$ cat config.mk
export PLATFORM = sky130hd
export DESIGN_NAME = tmds_decoder_flat
export DESIGN_NICKNAME = d
export VERILOG_FILES = /design/src/rtl/tmds_decoder_if.sv /design/src/rtl/tmds_decoder.sv /design/src/flat_wrapper.sv
export SDC_FILE = /design/constraint.sdc
export NUM_CORES = 1
export LEC_CHECK = 0
export CELL_PAD_IN_SITES_DETAIL_PLACEMENT = 1
export CELL_PAD_IN_SITES_GLOBAL_PLACEMENT = 1
export CORE_MARGIN = 2
export CORE_UTILIZATION = 51
export DETAILED_ROUTE_END_ITERATION = 6
export DONT_BUFFER_PORTS = 1
export GPL_ROUTABILITY_DRIVEN = 0
export PLACE_DENSITY = 0.94
export REMOVE_ABC_BUFFERS = 1
export SLEW_MARGIN = 10
export SYNTH_ARGS = -nofsm -noshare
export SYNTH_HDL_FRONTEND = slang
export SYNTH_SLANG_ARGS = --single-unit
$ cat constraint.sdc
create_clock -name pixclk -period 5 [get_ports pixclk]
set_input_delay 1.25 -clock pixclk [delete_from_list [all_inputs] [get_ports pixclk]]
set_output_delay 1.25 -clock pixclk [all_outputs]
set_load 0.03 [all_outputs]
$ cat src/rtl/tmds_decoder_if.sv
// -----------------------------------------------------------------------------
// tmds_decoder_if
// Bundles the channel-side word input and the decoded outputs of one TMDS
// channel decoder.
//   TMDS_in    [9:0]  deserialized channel word, bit 0 first on the wire
//   bitslip           one-cycle request to shift the deserializer boundary
//   aligned           high while word lock is held
//   VD         [7:0]  decoded video data
//   CD         [1:0]  decoded control bits (C1,C0)
//   VDE               data-enable: current symbol is data and aligned
//   slip_count [15:0] number of bitslip pulses issued (0 unless stats enabled)
// Modports: master = the side that feeds words and consumes results,
//           slave  = the decoder itself.
// -----------------------------------------------------------------------------
interface tmds_decoder_if;
  logic [9:0]  TMDS_in;
  logic        bitslip;
  logic        aligned;
  logic [7:0]  VD;
  logic [1:0]  CD;
  logic        VDE;
  logic [15:0] slip_count;

  modport master (
    output TMDS_in,
    input  bitslip, aligned, VD, CD, VDE, slip_count
  );

  modport slave (
    input  TMDS_in,
    output bitslip, aligned, VD, CD, VDE, slip_count
  );
endinterface

$ cat src/rtl/tmds_decoder.sv
// -----------------------------------------------------------------------------
// tmds_decoder
// Decodes one TMDS channel (8b/10b video data and the four control tokens) and
// finds the 10-bit word boundary by hunting for a run of control tokens,
// requesting a deserializer bitslip whenever a search window expires.
//
// Ports:
//   pixclk  pixel clock, the only clock
//   rst     asynchronous active-high reset
//   bus     tmds_decoder_if.slave (TMDS_in in; bitslip, aligned, VD, CD, VDE,
//           slip_count out)
//
// Parameters:
//   CTRL_RUN    consecutive control tokens needed to declare lock
//   SEARCH_LEN  cycles spent searching before a bitslip is requested
//   SLIP_WAIT   settle cycles after a bitslip before searching resumes
//   LOSS_LEN    cycles in lock without a control token before lock is dropped
//
// Optional feature: define TMDS_DEC_STATS_EN to build a saturating counter of
// bitslip pulses on slip_count; otherwise slip_count is tied to zero.
// -----------------------------------------------------------------------------
module tmds_decoder #(
  parameter int CTRL_RUN   = 16,
  parameter int SEARCH_LEN = 2048,
  parameter int SLIP_WAIT  = 8,
  parameter int LOSS_LEN   = 2048
) (
  input  logic          pixclk,
  input  logic          rst,
  tmds_decoder_if.slave bus
);

  // One timer is shared by SEARCH, WAIT and LOCKED since each clears it on
  // entry; size it for the longest of the three windows.
  localparam int MAX_AB  = (SEARCH_LEN > LOSS_LEN) ? SEARCH_LEN : LOSS_LEN;
  localparam int MAX_LEN = (MAX_AB > SLIP_WAIT) ? MAX_AB : SLIP_WAIT;
  localparam int TIMER_W = $clog2(MAX_LEN + 1);
  localparam int RUN_W   = $clog2(CTRL_RUN + 1);

  typedef enum logic [1:0] {SEARCH, SLIP, WAIT, LOCKED} state_t;

  state_t             state_reg;
  logic [RUN_W-1:0]   run_reg;
  logic [TIMER_W-1:0] timer_reg;
  logic               bitslip_reg;
  logic               aligned_reg;
  logic [7:0]         vd_reg;
  logic [1:0]         cd_reg;
  logic               vde_reg;

  // ---------------------------------------------------------------- decode --
  logic [7:0] q;
  logic [7:0] data_vd;
  logic       ctrl_hit;
  logic [1:0] ctrl_cd;

  // Undo the optional inversion, then undo the XOR/XNOR chain selected by bit 8.
  assign q          = bus.TMDS_in[7:0] ^ {8{bus.TMDS_in[9]}};
  assign data_vd[0] = q[0];

  generate
    for (genvar gi = 1; gi < 8; gi++) begin : g_vd
      assign data_vd[gi] = bus.TMDS_in[8] ? (q[gi] ^ q[gi-1])
                                          : ~(q[gi] ^ q[gi-1]);
    end
  endgenerate

  always_comb begin
    ctrl_hit = 1'b1;
    ctrl_cd  = 2'b00;
    case (bus.TMDS_in)
      10'b1101010100: ctrl_cd = 2'b00;
      10'b0010101011: ctrl_cd = 2'b01;
      10'b0101010100: ctrl_cd = 2'b10;
      10'b1010101011: ctrl_cd = 2'b11;
      default:        ctrl_hit = 1'b0;
    endcase
  end

  // ----------------------------------------------------------- lock search --
  logic [RUN_W-1:0] run_inc;
  logic             lock_now;
  logic             enter_slip;

  // Saturating run of control tokens as it will be after this word.
  always_comb begin
    if (!ctrl_hit)
      run_inc = '0;
    else if (run_reg == RUN_W'(CTRL_RUN))
      run_inc = run_reg;
    else
      run_inc = run_reg + 1'b1;
  end

  assign lock_now   = (run_inc == RUN_W'(CTRL_RUN));
  // Lock takes priority over an expiring search window on the same cycle.
  assign enter_slip = (state_reg == SEARCH) && !lock_now &&
                      (timer_reg == TIMER_W'(SEARCH_LEN - 1));

  always_ff @(posedge pixclk or posedge rst) begin
    if (rst) begin
      state_reg   <= SEARCH;
      run_reg     <= '0;
      timer_reg   <= '0;
      bitslip_reg <= 1'b0;
      aligned_reg <= 1'b0;
    end else begin
      bitslip_reg <= 1'b0;
      case (state_reg)
        SEARCH: begin
          run_reg <= run_inc;
          if (lock_now) begin
            state_reg   <= LOCKED;
            aligned_reg <= 1'b1;
            timer_reg   <= '0;
            run_reg     <= '0;
          end else if (enter_slip) begin
            state_reg   <= SLIP;
            bitslip_reg <= 1'b1;
            timer_reg   <= '0;
          end else begin
            timer_reg <= timer_reg + 1'b1;
          end
        end
        SLIP: begin
          // Always leaves after one cycle, so bitslip can never repeat back to back.
          state_reg <= WAIT;
          timer_reg <= '0;
        end
        WAIT: begin
          if (timer_reg == TIMER_W'(SLIP_WAIT - 1)) begin
            state_reg <= SEARCH;
            timer_reg <= '0;
            run_reg   <= '0;
          end else begin
            timer_reg <= timer_reg + 1'b1;
          end
        end
        LOCKED: begin
          if (ctrl_hit) begin
            timer_reg <= '0;
          end else if (timer_reg == TIMER_W'(LOSS_LEN - 1)) begin
            state_reg   <= SEARCH;
            aligned_reg <= 1'b0;
            timer_reg   <= '0;
            run_reg     <= '0;
          end else begin
            timer_reg <= timer_reg + 1'b1;
          end
        end
        default: begin
          state_reg   <= SEARCH;
          aligned_reg <= 1'b0;
          timer_reg   <= '0;
          run_reg     <= '0;
        end
      endcase
    end
  end

  // -------------------------------------------------------- output register --
  // VDE follows the lock state seen alongside the word, not the next one.
  always_ff @(posedge pixclk or posedge rst) begin
    if (rst) begin
      vd_reg  <= '0;
      cd_reg  <= '0;
      vde_reg <= 1'b0;
    end else if (ctrl_hit) begin
      cd_reg  <= ctrl_cd;
      vde_reg <= 1'b0;
    end else begin
      vd_reg  <= data_vd;
      vde_reg <= aligned_reg;
    end
  end

  assign bus.bitslip = bitslip_reg;
  assign bus.aligned = aligned_reg;
  assign bus.VD      = vd_reg;
  assign bus.CD      = cd_reg;
  assign bus.VDE     = vde_reg;

  // ------------------------------------------------------------ statistics --
`ifdef TMDS_DEC_STATS_EN
  logic [15:0] slip_count_reg;

  always_ff @(posedge pixclk or posedge rst) begin
    if (rst)
      slip_count_reg <= '0;
    else if (enter_slip && (slip_count_reg != 16'hFFFF))
      slip_count_reg <= slip_count_reg + 16'd1;
  end

  assign bus.slip_count = slip_count_reg;
`else
  assign bus.slip_count = 16'h0000;
`endif

endmodule

$ cat src/flat_wrapper.sv
// flat-port wrapper written by rule: the top's interface ports become plain ports
module tmds_decoder_flat 
#(
  parameter int CTRL_RUN   = 16,
  parameter int SEARCH_LEN = 2048,
  parameter int SLIP_WAIT  = 8,
  parameter int LOSS_LEN   = 2048
)
  (pixclk, rst, bus_TMDS_in, bus_bitslip, bus_aligned, bus_VD, bus_CD, bus_VDE, bus_slip_count);
  tmds_decoder_if bus_i ();
  input  logic pixclk;
  input  logic rst;
  input wire logic [$bits(bus_i.TMDS_in)-1:0] bus_TMDS_in;
  output wire logic [$bits(bus_i.bitslip)-1:0] bus_bitslip;
  output wire logic [$bits(bus_i.aligned)-1:0] bus_aligned;
  output wire logic [$bits(bus_i.VD)-1:0] bus_VD;
  output wire logic [$bits(bus_i.CD)-1:0] bus_CD;
  output wire logic [$bits(bus_i.VDE)-1:0] bus_VDE;
  output wire logic [$bits(bus_i.slip_count)-1:0] bus_slip_count;
  assign bus_i.TMDS_in = bus_TMDS_in;
  assign bus_bitslip = bus_i.bitslip;
  assign bus_aligned = bus_i.aligned;
  assign bus_VD = bus_i.VD;
  assign bus_CD = bus_i.CD;
  assign bus_VDE = bus_i.VDE;
  assign bus_slip_count = bus_i.slip_count;
  tmds_decoder #(.CTRL_RUN(CTRL_RUN), .SEARCH_LEN(SEARCH_LEN), .SLIP_WAIT(SLIP_WAIT), .LOSS_LEN(LOSS_LEN)) u_core (.pixclk(pixclk), .rst(rst), .bus(bus_i));
endmodule
==> results of run 1 <==
[cell type report]
| cell class | count | area, µm² |
|---|---|---|
| well taps | 48 | 60.1 |
| fillers | 444 | 1620 |
| flip-flops and latches | 32 | 801 |
| inverters | 13 | 48.8 |
| clock buffers | 6 | 82.6 |
| repair buffers | 2 | 15.0 |
| clock inverters | 2 | 10.0 |
| multi-input cells | 176 | 1080 |
[stage by stage]
step | power [W] | std cells
after floorplan | 0.000347 | 221
after global placement | 0.000355 | 271
after detailed placement | 0.000359 | 271
after CTS | 0.000564 | 279
after global routing | 0.000586 | 279
final | 0.000563 | 279
[cell families after synthesis]
family | after synthesis
xor+xnor | 24
simple gates | 95
flops | 32
other cells | 1
compound gates | 33
fa+ha+maj | 8
buf+inv | 32
[layer usage]
layer	GRT usage, %	share of wire [%]
met4	11.5	2.1
met3	7.77	5.3
met2	46.9	51
met1	30.9	41
met5	0	0
[critical path: stages]
cell	delay, ps
sky130_fd_sc_hd__nand4bb_1	220
sky130_fd_sc_hd__nor4_1	650
sky130_fd_sc_hd__nor2_1	360
sky130_fd_sc_hd__and3_2	320
sky130_fd_sc_hd__o22ai_1	550
sky130_fd_sc_hd__nor2_1	150
[placed cells by master, fill, tap and decap left out, types with 2 or more instances in the layout]
cell	instances
sky130_fd_sc_hd__xor2_1	10
sky130_fd_sc_hd__o21ai_0	7
sky130_fd_sc_hd__nand2b_1	2
sky130_fd_sc_hd__ha_1	8
sky130_fd_sc_hd__o41ai_1	2
sky130_fd_sc_hd__nand3b_1	2
sky130_fd_sc_hd__dfrtp_1	32
sky130_fd_sc_hd__a31oi_1	3
sky130_fd_sc_hd__a21o_1	3
sky130_fd_sc_hd__nand3_1	8
sky130_fd_sc_hd__and3_1	2
sky130_fd_sc_hd__conb_1	16
sky130_fd_sc_hd__inv_1	13
sky130_fd_sc_hd__nor4_1	2
sky130_fd_sc_hd__buf_4	2
sky130_fd_sc_hd__a211oi_1	2
sky130_fd_sc_hd__clkinv_2	2
sky130_fd_sc_hd__xnor2_1	14
sky130_fd_sc_hd__nor2_1	21
sky130_fd_sc_hd__nand2_1	32
sky130_fd_sc_hd__or4_1	2
sky130_fd_sc_hd__o31ai_1	2
sky130_fd_sc_hd__a21oi_1	6
sky130_fd_sc_hd__clkbuf_8	6
sky130_fd_sc_hd__nor2b_1	2
sky130_fd_sc_hd__nor3_1	9
[power breakdown]
part	internal (W)	total (W)	switching (W)
combinational	0.0000147	0.0000487	0.0000340
sequential	0.000270	0.000304	0.0000339
clock	0.000110	0.000210	0.000100
[final timing paths]
kind | startpoint | to | slack [ps] | cells past startpoint
worst max-delay path | bus_TMDS_in[5] | u_core.timer_reg[9]$_DFF_PP0_ | 1640 | 6
worst min-delay path | u_core.timer_reg[0]$_DFF_PP0_ | u_core.timer_reg[0]$_DFF_PP0_ | 480 | 1
worst max register to register | u_core.run_reg[0]$_DFFE_PP0P_ | u_core.timer_reg[9]$_DFF_PP0_ | 1990 | 8
worst min register to register | u_core.timer_reg[0]$_DFF_PP0_ | u_core.timer_reg[0]$_DFF_PP0_ | 480 | 1
max in group asynchronous | rst | u_core.bus.VD[1]$_DFFE_PP0N_ | 3750 | 2
min in group asynchronous | rst | u_core.bus.VD[5]$_DFFE_PP0N_ | 950 | 2
==> results.sh, run 1 <==
export IMPL_fp_coreArea_um2=3720
export IMPL_antenna_left=0
export IMPL_yosys_register_bits=32
export IMPL_antenna_cells=0
export IMPL_timing_setup_tns_ps=0
export IMPL_firstDrtPassIters=4
export IMPL_worst_setup_slack_post_dpl_ps=1380
export IMPL_utilization_pct=56.3
export IMPL_design_area_um2=2090
export IMPL_post_drt_wl_per_cell_um=18.7
export IMPL_required_ps=5140
export IMPL_fin_hold_ws_ps=477
export IMPL_setup_viols_final=0
export IMPL_htreeDepth=2
export IMPL_synth_yosys_warnings=0
export IMPL_outcome="finished, final reports clean"
export IMPL_largest_reg_flops=12
export IMPL_leakage_nw=0.979
export IMPL_synth_area_leader="sky130_fd_sc_hd__dfrtp_1"
export IMPL_drive_above_1_share_pct=6.93
export IMPL_synth_simple_gate_area_share_pct=24.1
export IMPL_yosysTopAreaCellShare_pct=40.0
export IMPL_numPortBuffers=0
export IMPL_rsz0062_at_grt="false"
export IMPL_async_reset_ff_share_pct=100
export IMPL_critPathKind="input pin to register"
export IMPL_max_slew_margin_rel_pct=43.2
export IMPL_clock_tree_from_tritoncts="done"
export IMPL_final_period_minus_worst_setup_slack_ps=3360
export IMPL_crit_path_end_kind="register"
export IMPL_largest_net_degree_at_the_start_of_global_routing=33
export IMPL_clock_latency_ps=290
export IMPL_area_growth_pct=4.63
export IMPL_cts_hold_buffers=0
export IMPL_floorplan_rows=22
export IMPL_floorplan_die_width_um=66.6
export IMPL_yosys_cell_types_count=46
export IMPL_fp_dieH_um=66.6
export IMPL_fin_skew_ps=4.77
export IMPL_synth_compound_gate_area_share_pct=11.1
export IMPL_synth_xor_xnor_area_share_pct=10.5
export IMPL_fin_nets=250
export IMPL_timing_critical_path_fanout_max=10
export IMPL_ir_drop_mv=0.193
export IMPL_first_global_vias=1785
export IMPL_hold_viol_final=0
export IMPL_synth_edff_count=0
export IMPL_fin_crit_sh_pct=67.2
export IMPL_placed_inst_area_um2=2000
export IMPL_avgViaCountPerCell=5.71
export IMPL_die_outline_area_um2=4440
export IMPL_maxCapViolations=0
export IMPL_groute_usage_overall_pct=27.0
export IMPL_grt_first_pass_wirelength_um=8700
export IMPL_routed_via_count=1593
export IMPL_synth_yosys_seq_area_share_pct=40.0
export IMPL_wirelength_um=5230
export IMPL_worstMarginPinSlew_ps=846
export IMPL_first_iter_violations=69
export IMPL_slew_viol_final=0
export IMPL_initial_antenna_violation_count=0
export IMPL_post_dp_hpwl_um=3830
export IMPL_post_synth_most_frequent_cells="sky130_fd_sc_hd__dfrtp_1 (32), sky130_fd_sc_hd__nand2_1 (32), sky130_fd_sc_hd__nor2_1 (21)"
export IMPL_numCtsBuffers=5
export IMPL_max_clock_freq_mhz=298
export IMPL_clk_pin_slew_ps=70
export IMPL_synth_mux_area_fraction_pct=0
export IMPL_post_synth_fa_ha_maj_area_fraction_pct=5.00
export IMPL_synth_area_leaders="sky130_fd_sc_hd__dfrtp_1 (40%), sky130_fd_sc_hd__xnor2_1 (6.1%), sky130_fd_sc_hd__buf_4 (6.0%)"
export IMPL_holdCritPathClass="register to register"
export IMPL_remaining_drc_errors=0
export IMPL_cellPowerDensity_nw_per_um2=269
export IMPL_synth_avg_cell_area_um2=8.89
export IMPL_cts_setup_buffers=0
export IMPL_initial_utilization_pct=53.8
export IMPL_synth_top_family_by_area="simple AND/OR/NAND/NOR gates"
export IMPL_worst_setup_path_start_kind="input pin"
export IMPL_grt_remaining_overflow=0
export IMPL_clock_sink_count=32
export IMPL_post_route_worst_setup_slack_ps=1640
export IMPL_cp_data_arrival_time_ps=3500
export IMPL_boundaryPins=41
export IMPL_netlist_area_um2=2000
export IMPL_ys_flop_type="sky130_fd_sc_hd__dfrtp_1"
export IMPL_cts_root_buffer_cell="sky130_fd_sc_hd__clkbuf_8"
export IMPL_maximum_number_of_buffers_from_clock_root_to_sink=2
export IMPL_number_of_cells_produced_by_synthesis=225
export IMPL_cts_repair_resize_count=0
Power figures use the tool's default switching activity.
==> run 2, diff against run 1 <==
--- a/config.mk
+++ b/config.mk
@@ -8,11 +8,11 @@
 export CELL_PAD_IN_SITES_DETAIL_PLACEMENT = 1
 export CELL_PAD_IN_SITES_GLOBAL_PLACEMENT = 1
 export CORE_MARGIN = 2
-export CORE_UTILIZATION = 51
+export CORE_UTILIZATION = 47
 export DETAILED_ROUTE_END_ITERATION = 6
 export DONT_BUFFER_PORTS = 1
 export GPL_ROUTABILITY_DRIVEN = 0
-export PLACE_DENSITY = 0.94
+export PLACE_DENSITY = 0.89
 export REMOVE_ABC_BUFFERS = 1
 export SLEW_MARGIN = 10
 export SYNTH_ARGS = -nofsm -noshare
==> constraint.sdc (replaced) <==
create_clock -name pixclk -period 3.3 [get_ports pixclk]
set_input_delay 0.825 -clock pixclk [delete_from_list [all_inputs] [get_ports pixclk]]
set_output_delay 0.825 -clock pixclk [all_outputs]
set_load 0.03 [all_outputs]
==> run 2 against run 1 <==
  * Combinational power is 49% higher
  * Routed wire length is 9.7% lower
  * Clock skew is 1.6 ps higher
  * Sequential share of layout area is 0.32 points lower
  * Sequential cell count stayed put
  * Utilization is 4.3 points lower
  * Sequential power is 51% higher
  * Via count is 0.50% higher
  * Critical path depth stayed put
  * Worst hold slack better by 11 ps
  * Cell count is 1.4% higher
==> results.sh, run 2 (synthesized netlist as in run 1, its figures left out) <==
export IMPL_outcome="finished, final reports clean"
export IMPL_setup_viols_final=0
export IMPL_cts_root_buffer_cell="sky130_fd_sc_hd__clkbuf_8"
export IMPL_remaining_drc_errors=0
export IMPL_floorplan_rows=23
export IMPL_fin_skew_ps=6.37
export IMPL_area_growth_pct=5.50
export IMPL_cts_repair_resize_count=0
export IMPL_routed_via_count=1601
export IMPL_post_dp_hpwl_um=3600
export IMPL_maxCapViolations=0
export IMPL_boundaryPins=41
export IMPL_clock_latency_ps=300
export IMPL_met2_routed_length_um=2340
export IMPL_maximum_number_of_buffers_from_clock_root_to_sink=2
export IMPL_numCtsBuffers=5
export IMPL_final_instance_count_excl_fill=283
export IMPL_cp_data_arrival_time_ps=3030
export IMPL_htreeDepth=2
export IMPL_antenna_left=0
export IMPL_cts_setup_buffers=0
export IMPL_rsz0062_at_grt="false"
export IMPL_clk_pin_slew_ps=80
export IMPL_dr_max_layer_used="met4"
export IMPL_cts_hold_buffers=0
export IMPL_largest_net_degree_at_the_start_of_global_routing=33
export IMPL_fp_coreArea_um2=4060
export IMPL_multi_input_gate_area_in_the_final_layout_um2=1080
export IMPL_placed_inst_area_um2=2020
export IMPL_max_slew_margin_rel_pct=45.9
export IMPL_drive_above_1_share_pct=7.73
export IMPL_post_place_cells=275
export IMPL_clock_sink_count=32
export IMPL_register_area_um2=801
export IMPL_drt_met1_wl_um=2040
export IMPL_initial_antenna_violation_count=0
export IMPL_grt_remaining_overflow=0
export IMPL_critPathKind="register to register"
export IMPL_max_clock_freq_mhz=350
export IMPL_avgViaCountPerCell=5.66
export IMPL_required_ps=3470
export IMPL_hold_viol_final=0
export IMPL_slew_viol_final=0
export IMPL_timing_critical_path_fanout_max=8
export IMPL_post_route_worst_setup_slack_ps=440
export IMPL_final_period_minus_worst_setup_slack_ps=2860
export IMPL_floorplan_die_width_um=69.2
export IMPL_worst_setup_path_start_kind="register"
export IMPL_worstMarginPinSlew_ps=806
export IMPL_switchingPower_w=0.000263
export IMPL_groute_usage_overall_pct=21.2
export IMPL_proportion_of_power_drawn_by_combinational_gates_pct=8.6
export IMPL_post_drt_wl_per_cell_um=16.7
export IMPL_most_common_layout_cells="sky130_fd_sc_hd__nand2_1 (32), sky130_fd_sc_hd__dfrtp_1 (32), sky130_fd_sc_hd__nor2_1 (21)"
export IMPL_timing_setup_tns_ps=0
export IMPL_leakage_nw=0.978
export IMPL_fin_nets=252
export IMPL_crit_path_end_kind="register"
export IMPL_die_outline_area_um2=4790
export IMPL_design_area_um2=2110
export IMPL_holdCritPathClass="input pin to asynchronous set/reset pin"
export IMPL_antenna_cells=0
export IMPL_worst_setup_slack_post_dpl_ps=458
export IMPL_grt_first_pass_wirelength_um=8090
export IMPL_met3WireLength_um=209
export IMPL_wirelength_um=4720
export IMPL_ir_drop_mv=0.234
export IMPL_fp_dieH_um=69.2
export IMPL_fin_crit_sh_pct=86.7
export IMPL_power_report_internal_total_w=0.000581
export IMPL_seq_power_share_pct=54.4
export IMPL_fin_hold_ws_ps=489
export IMPL_relative_contribution_of_the_clock_network_to_total_power_pct=37.0
export IMPL_fillerInstances=490
export IMPL_switching_share_pct=31.2
export IMPL_numPortBuffers=0
export IMPL_first_iter_violations=41
export IMPL_clock_tree_from_tritoncts="done"
export IMPL_initial_utilization_pct=49.3
export IMPL_largest_reg_flops=12
export IMPL_firstDrtPassIters=4
export IMPL_first_global_vias=1654
export IMPL_cellPowerDensity_nw_per_um2=400
-- run 2: cell type report --
class	count	share of cell area, %
clock buffer	5	3.26
timing repair buffer	4	1.42
sequential	32	37.9
tap	50	2.96
inverter	13	2.31
clock inverter	3	1.13
multi-input combinational	176	51.0
-- run 2: layer usage --
| metal | vias up | GRT usage (%) |
|---|---|---|
| li1 | 759 | - |
| met1 | 787 | 25.6 |
| met2 | 43 | 35.1 |
| met3 | 12 | 5.23 |
| met4 | 0 | 10.5 |
| met5 | - | 0 |
-- run 2: path summary, 6_finish.rpt --
path	slack, ps	cells after the start	from	endpoint
min reg2reg	490	1	u_core.timer_reg[0]$_DFF_PP0_	u_core.timer_reg[0]$_DFF_PP0_
min	490	2	rst	u_core.bus.VD[6]$_DFFE_PP0N_
max in group asynchronous	2510	2	rst	u_core.bus.VDE$_DFF_PP0_
min in group pixclk	490	1	u_core.timer_reg[0]$_DFF_PP0_	u_core.timer_reg[0]$_DFF_PP0_
max	440	6	u_core.timer_reg[0]$_DFF_PP0_	u_core.run_reg[4]$_DFFE_PP0P_
max reg2reg	440	6	u_core.timer_reg[0]$_DFF_PP0_	u_core.run_reg[4]$_DFFE_PP0P_
-- run 2: metrics by stage --
stage,power [W],utilization (%)
3_5_place_dp,0.000540,49.7
4_1_cts,0.000847,52.0
6_report,0.000844,52.0
3_3_place_gp,0.000538,49.7
2_1_floorplan,0.000526,-
5_1_grt,0.000880,52.0
-- run 2: worst max-delay path, stage by stage, from the launching register on --
cell and delay (ps):
sky130_fd_sc_hd__dfrtp_1 400, sky130_fd_sc_hd__ha_1 220, sky130_fd_sc_hd__and4_1 300, sky130_fd_sc_hd__or4b_4 530, sky130_fd_sc_hd__or3_4 430, sky130_fd_sc_hd__a221o_1 410
sky130_fd_sc_hd__o41ai_1 430
-- run 2: power by group through the flow --
stage,sequential (W),combinational (W),clock [W]
after detailed placement,0.000467,0.0000734,0
after global placement,0.000467,0.0000706,0
after floorplan,0.000462,0.0000637,0
final,0.000459,0.0000725,0.000312
after CTS,0.000460,0.0000729,0.000315
after global routing,0.000462,0.0000819,0.000337
==> run 3, diff against run 2 <==
--- a/config.mk
+++ b/config.mk
@@ -7,7 +7,6 @@
 export LEC_CHECK = 0
 export CELL_PAD_IN_SITES_DETAIL_PLACEMENT = 1
 export CELL_PAD_IN_SITES_GLOBAL_PLACEMENT = 1
-export CORE_MARGIN = 2
 export CORE_UTILIZATION = 47
 export DETAILED_ROUTE_END_ITERATION = 6
 export DONT_BUFFER_PORTS = 1
==> run 3 against run 2 <==
  * Setup slack improved by 27 ps
  * Sequential cell count unchanged
  * Clock-buffer cell count unchanged
  * Power rose by 8.3%
  * Clock skew fell by 3.9 ps
  * Critical path type unchanged
  * First-iteration DRC count increased by 41%
==> results.sh, run 3 (synthesized netlist as in run 1, its figures left out) <==
export IMPL_initial_antenna_violation_count=0
export IMPL_required_ps=3470
export IMPL_groute_usage_overall_pct=24.1
export IMPL_first_iter_violations=58
export IMPL_post_drt_wl_per_cell_um=17.5
export IMPL_crit_end="u_core.run_reg[4]$_DFFE_PP0P_"
export IMPL_most_common_layout_cells="sky130_fd_sc_hd__nand2_1 (32), sky130_fd_sc_hd__dfrtp_1 (32), sky130_fd_sc_hd__nor2_1 (21)"
export IMPL_timing_setup_tns_ps=0
export IMPL_final_period_minus_worst_setup_slack_ps=2830
export IMPL_routed_via_count=1621
export IMPL_cts_setup_buffers=0
export IMPL_switching_share_pct=28.3
export IMPL_remaining_drc_errors=0
export IMPL_max_clock_freq_mhz=353
export IMPL_area_growth_pct=6.44
export IMPL_antenna_cells=0
export IMPL_die_outline_area_um2=4520
export IMPL_floorplan_rows=23
export IMPL_worst_r2r_cell_count=6
export IMPL_critPathKind="register to register"
export IMPL_setup_viols_final=0
export IMPL_worst_r2r_endpoint="u_core.run_reg[4]$_DFFE_PP0P_"
export IMPL_rsz0062_at_grt="false"
export IMPL_cts_root_buffer_cell="sky130_fd_sc_hd__clkbuf_8"
export IMPL_avgViaCountPerCell=5.73
export IMPL_fin_nets=252
export IMPL_clock_latency_ps=290
export IMPL_hold_viol_final=0
export IMPL_clock_tree_from_tritoncts="done"
export IMPL_floorplan_die_width_um=67.2
export IMPL_cellPowerDensity_nw_per_um2=429
export IMPL_maximum_number_of_buffers_from_clock_root_to_sink=2
export IMPL_outcome="finished, final reports clean"
export IMPL_wirelength_um=4950
export IMPL_leakage_nw=0.991
export IMPL_cts_repair_resize_count=0
export IMPL_cp_data_arrival_time_ps=3000
export IMPL_htreeDepth=2
export IMPL_worstMarginPinSlew_ps=946
export IMPL_fp_coreArea_um2=4060
export IMPL_antenna_left=0
export IMPL_first_global_vias=1664
export IMPL_slew_viol_final=0
export IMPL_crit_path_end_kind="register"
export IMPL_rrSetupSlack_ps=470
export IMPL_numPortBuffers=0
export IMPL_relative_contribution_of_the_clock_network_to_total_power_pct=41.6
export IMPL_grt_remaining_overflow=0
export IMPL_initial_utilization_pct=49.3
export IMPL_fin_crit_sh_pct=85.8
export IMPL_final_instance_count_excl_fill=283
export IMPL_holdCritPathClass="register to register"
export IMPL_boundaryPins=41
export IMPL_switchingPower_w=0.000259
export IMPL_seq_power_share_pct=50.3
export IMPL_fp_dieH_um=67.2
export IMPL_largest_net_degree_at_the_start_of_global_routing=33
export IMPL_power_report_internal_total_w=0.000655
export IMPL_worst_setup_path_start_kind="register"
export IMPL_grt_first_pass_wirelength_um=8020
export IMPL_fin_skew_ps=2.48
export IMPL_maxCapViolations=0
export IMPL_ir_drop_mv=0.393
export IMPL_cts_hold_buffers=0
export IMPL_numCtsBuffers=5
export IMPL_max_slew_margin_rel_pct=36.5
export IMPL_post_place_cells=275
export IMPL_timing_critical_path_fanout_max=8
export IMPL_post_dp_hpwl_um=3460
export IMPL_firstDrtPassIters=4
export IMPL_drive_above_1_share_pct=7.73
export IMPL_critical_path_reg2reg_startpoint="u_core.timer_reg[0]$_DFF_PP0_"
export IMPL_clock_sink_count=32
export IMPL_clk_pin_slew_ps=70
export IMPL_largest_reg_flops=12
export IMPL_critical_path_startpoint="u_core.timer_reg[0]$_DFF_PP0_"
export IMPL_proportion_of_power_drawn_by_combinational_gates_pct=8.1
## run 3: cell types whose count changed in the layout (fill, tap and decap cells not counted)
| cell | delta |
|---|---|
| sky130_fd_sc_hd__clkinv_4 | -1 |
| sky130_fd_sc_hd__bufinv_16 | +1 |
| sky130_fd_sc_hd__clkinv_2 | +1 |
| sky130_fd_sc_hd__clkinvlp_4 | -1 |
## run 3: worst min path at each step
| stage | slack, ps | start | end | cells past startpoint |
|---|---|---|---|---|
| floorplan | 430 | u_core.timer_reg[0]$_DFF_PP0_ | u_core.timer_reg[0]$_DFF_PP0_ | 1 |
| global placement | 440 | u_core.timer_reg[0]$_DFF_PP0_ | u_core.timer_reg[0]$_DFF_PP0_ | 1 |
| detailed placement | 460 | u_core.timer_reg[0]$_DFF_PP0_ | u_core.timer_reg[0]$_DFF_PP0_ | 1 |
| CTS | 500 | u_core.timer_reg[0]$_DFF_PP0_ | u_core.timer_reg[0]$_DFF_PP0_ | 1 |
| global route | 510 | u_core.timer_reg[0]$_DFF_PP0_ | u_core.timer_reg[0]$_DFF_PP0_ | 1 |
| finish | 500 | u_core.timer_reg[0]$_DFF_PP0_ | u_core.timer_reg[0]$_DFF_PP0_ | 1 |
## run 3: area by class of cell
class	instances	area (µm²)
sequential	32	801
timing repair buffer	4	30.0
multi-input combinational	176	1080
fill	496	1930
clock buffer	5	68.8
clock inverter	3	42.5
inverter	13	48.8
tap	50	62.6
## run 3: metrics by stage
step / utilization [%] / setup slack, ps / hold slack (ps) / total power (W) / cell area [µm²]
floorplan: - / 524 / 433 / 0.000526 / 1930
global placement: 49.7 / 617 / 444 / 0.000537 / 2020
detailed placement: 49.7 / 539 / 464 / 0.000542 / 2020
CTS: 52.5 / 459 / 500 / 0.000917 / 2130
global route: 52.5 / 359 / 505 / 0.000938 / 2130
finish: 52.5 / 467 / 502 / 0.000914 / 2130
## run 3: power groups by stage
stage | sequential (W) | combinational, W | clock [W]
2_1_floorplan | 0.000462 | 0.0000637 | 0
3_3_place_gp | 0.000467 | 0.0000706 | 0
3_5_place_dp | 0.000466 | 0.0000752 | 0
4_1_cts | 0.000460 | 0.0000748 | 0.000382
5_1_grt | 0.000462 | 0.0000830 | 0.000393
6_report | 0.000460 | 0.0000744 | 0.000380
## run 3: per-layer routing
metal / GRT usage, % / share of wire, % / wire [µm] / up-vias
met3: 4.73 / 3.7 / 182 / 12
met2: 40.3 / 49 / 2440 / 42
li1: - / - / - / 753
met4: 11.2 / 2.7 / 135 / 0
met5: 0 / 0 / 0 / -
met1: 29.8 / 44 / 2190 / 814
## run 3: worst max-delay path, cell delays in order (launching register included)
cell                      delay, ps
sky130_fd_sc_hd__dfrtp_1        400
sky130_fd_sc_hd__ha_1           240
sky130_fd_sc_hd__and4_1         290
sky130_fd_sc_hd__or4b_4         540
sky130_fd_sc_hd__or3_4          420
sky130_fd_sc_hd__a221o_1        410
sky130_fd_sc_hd__o41ai_1        420
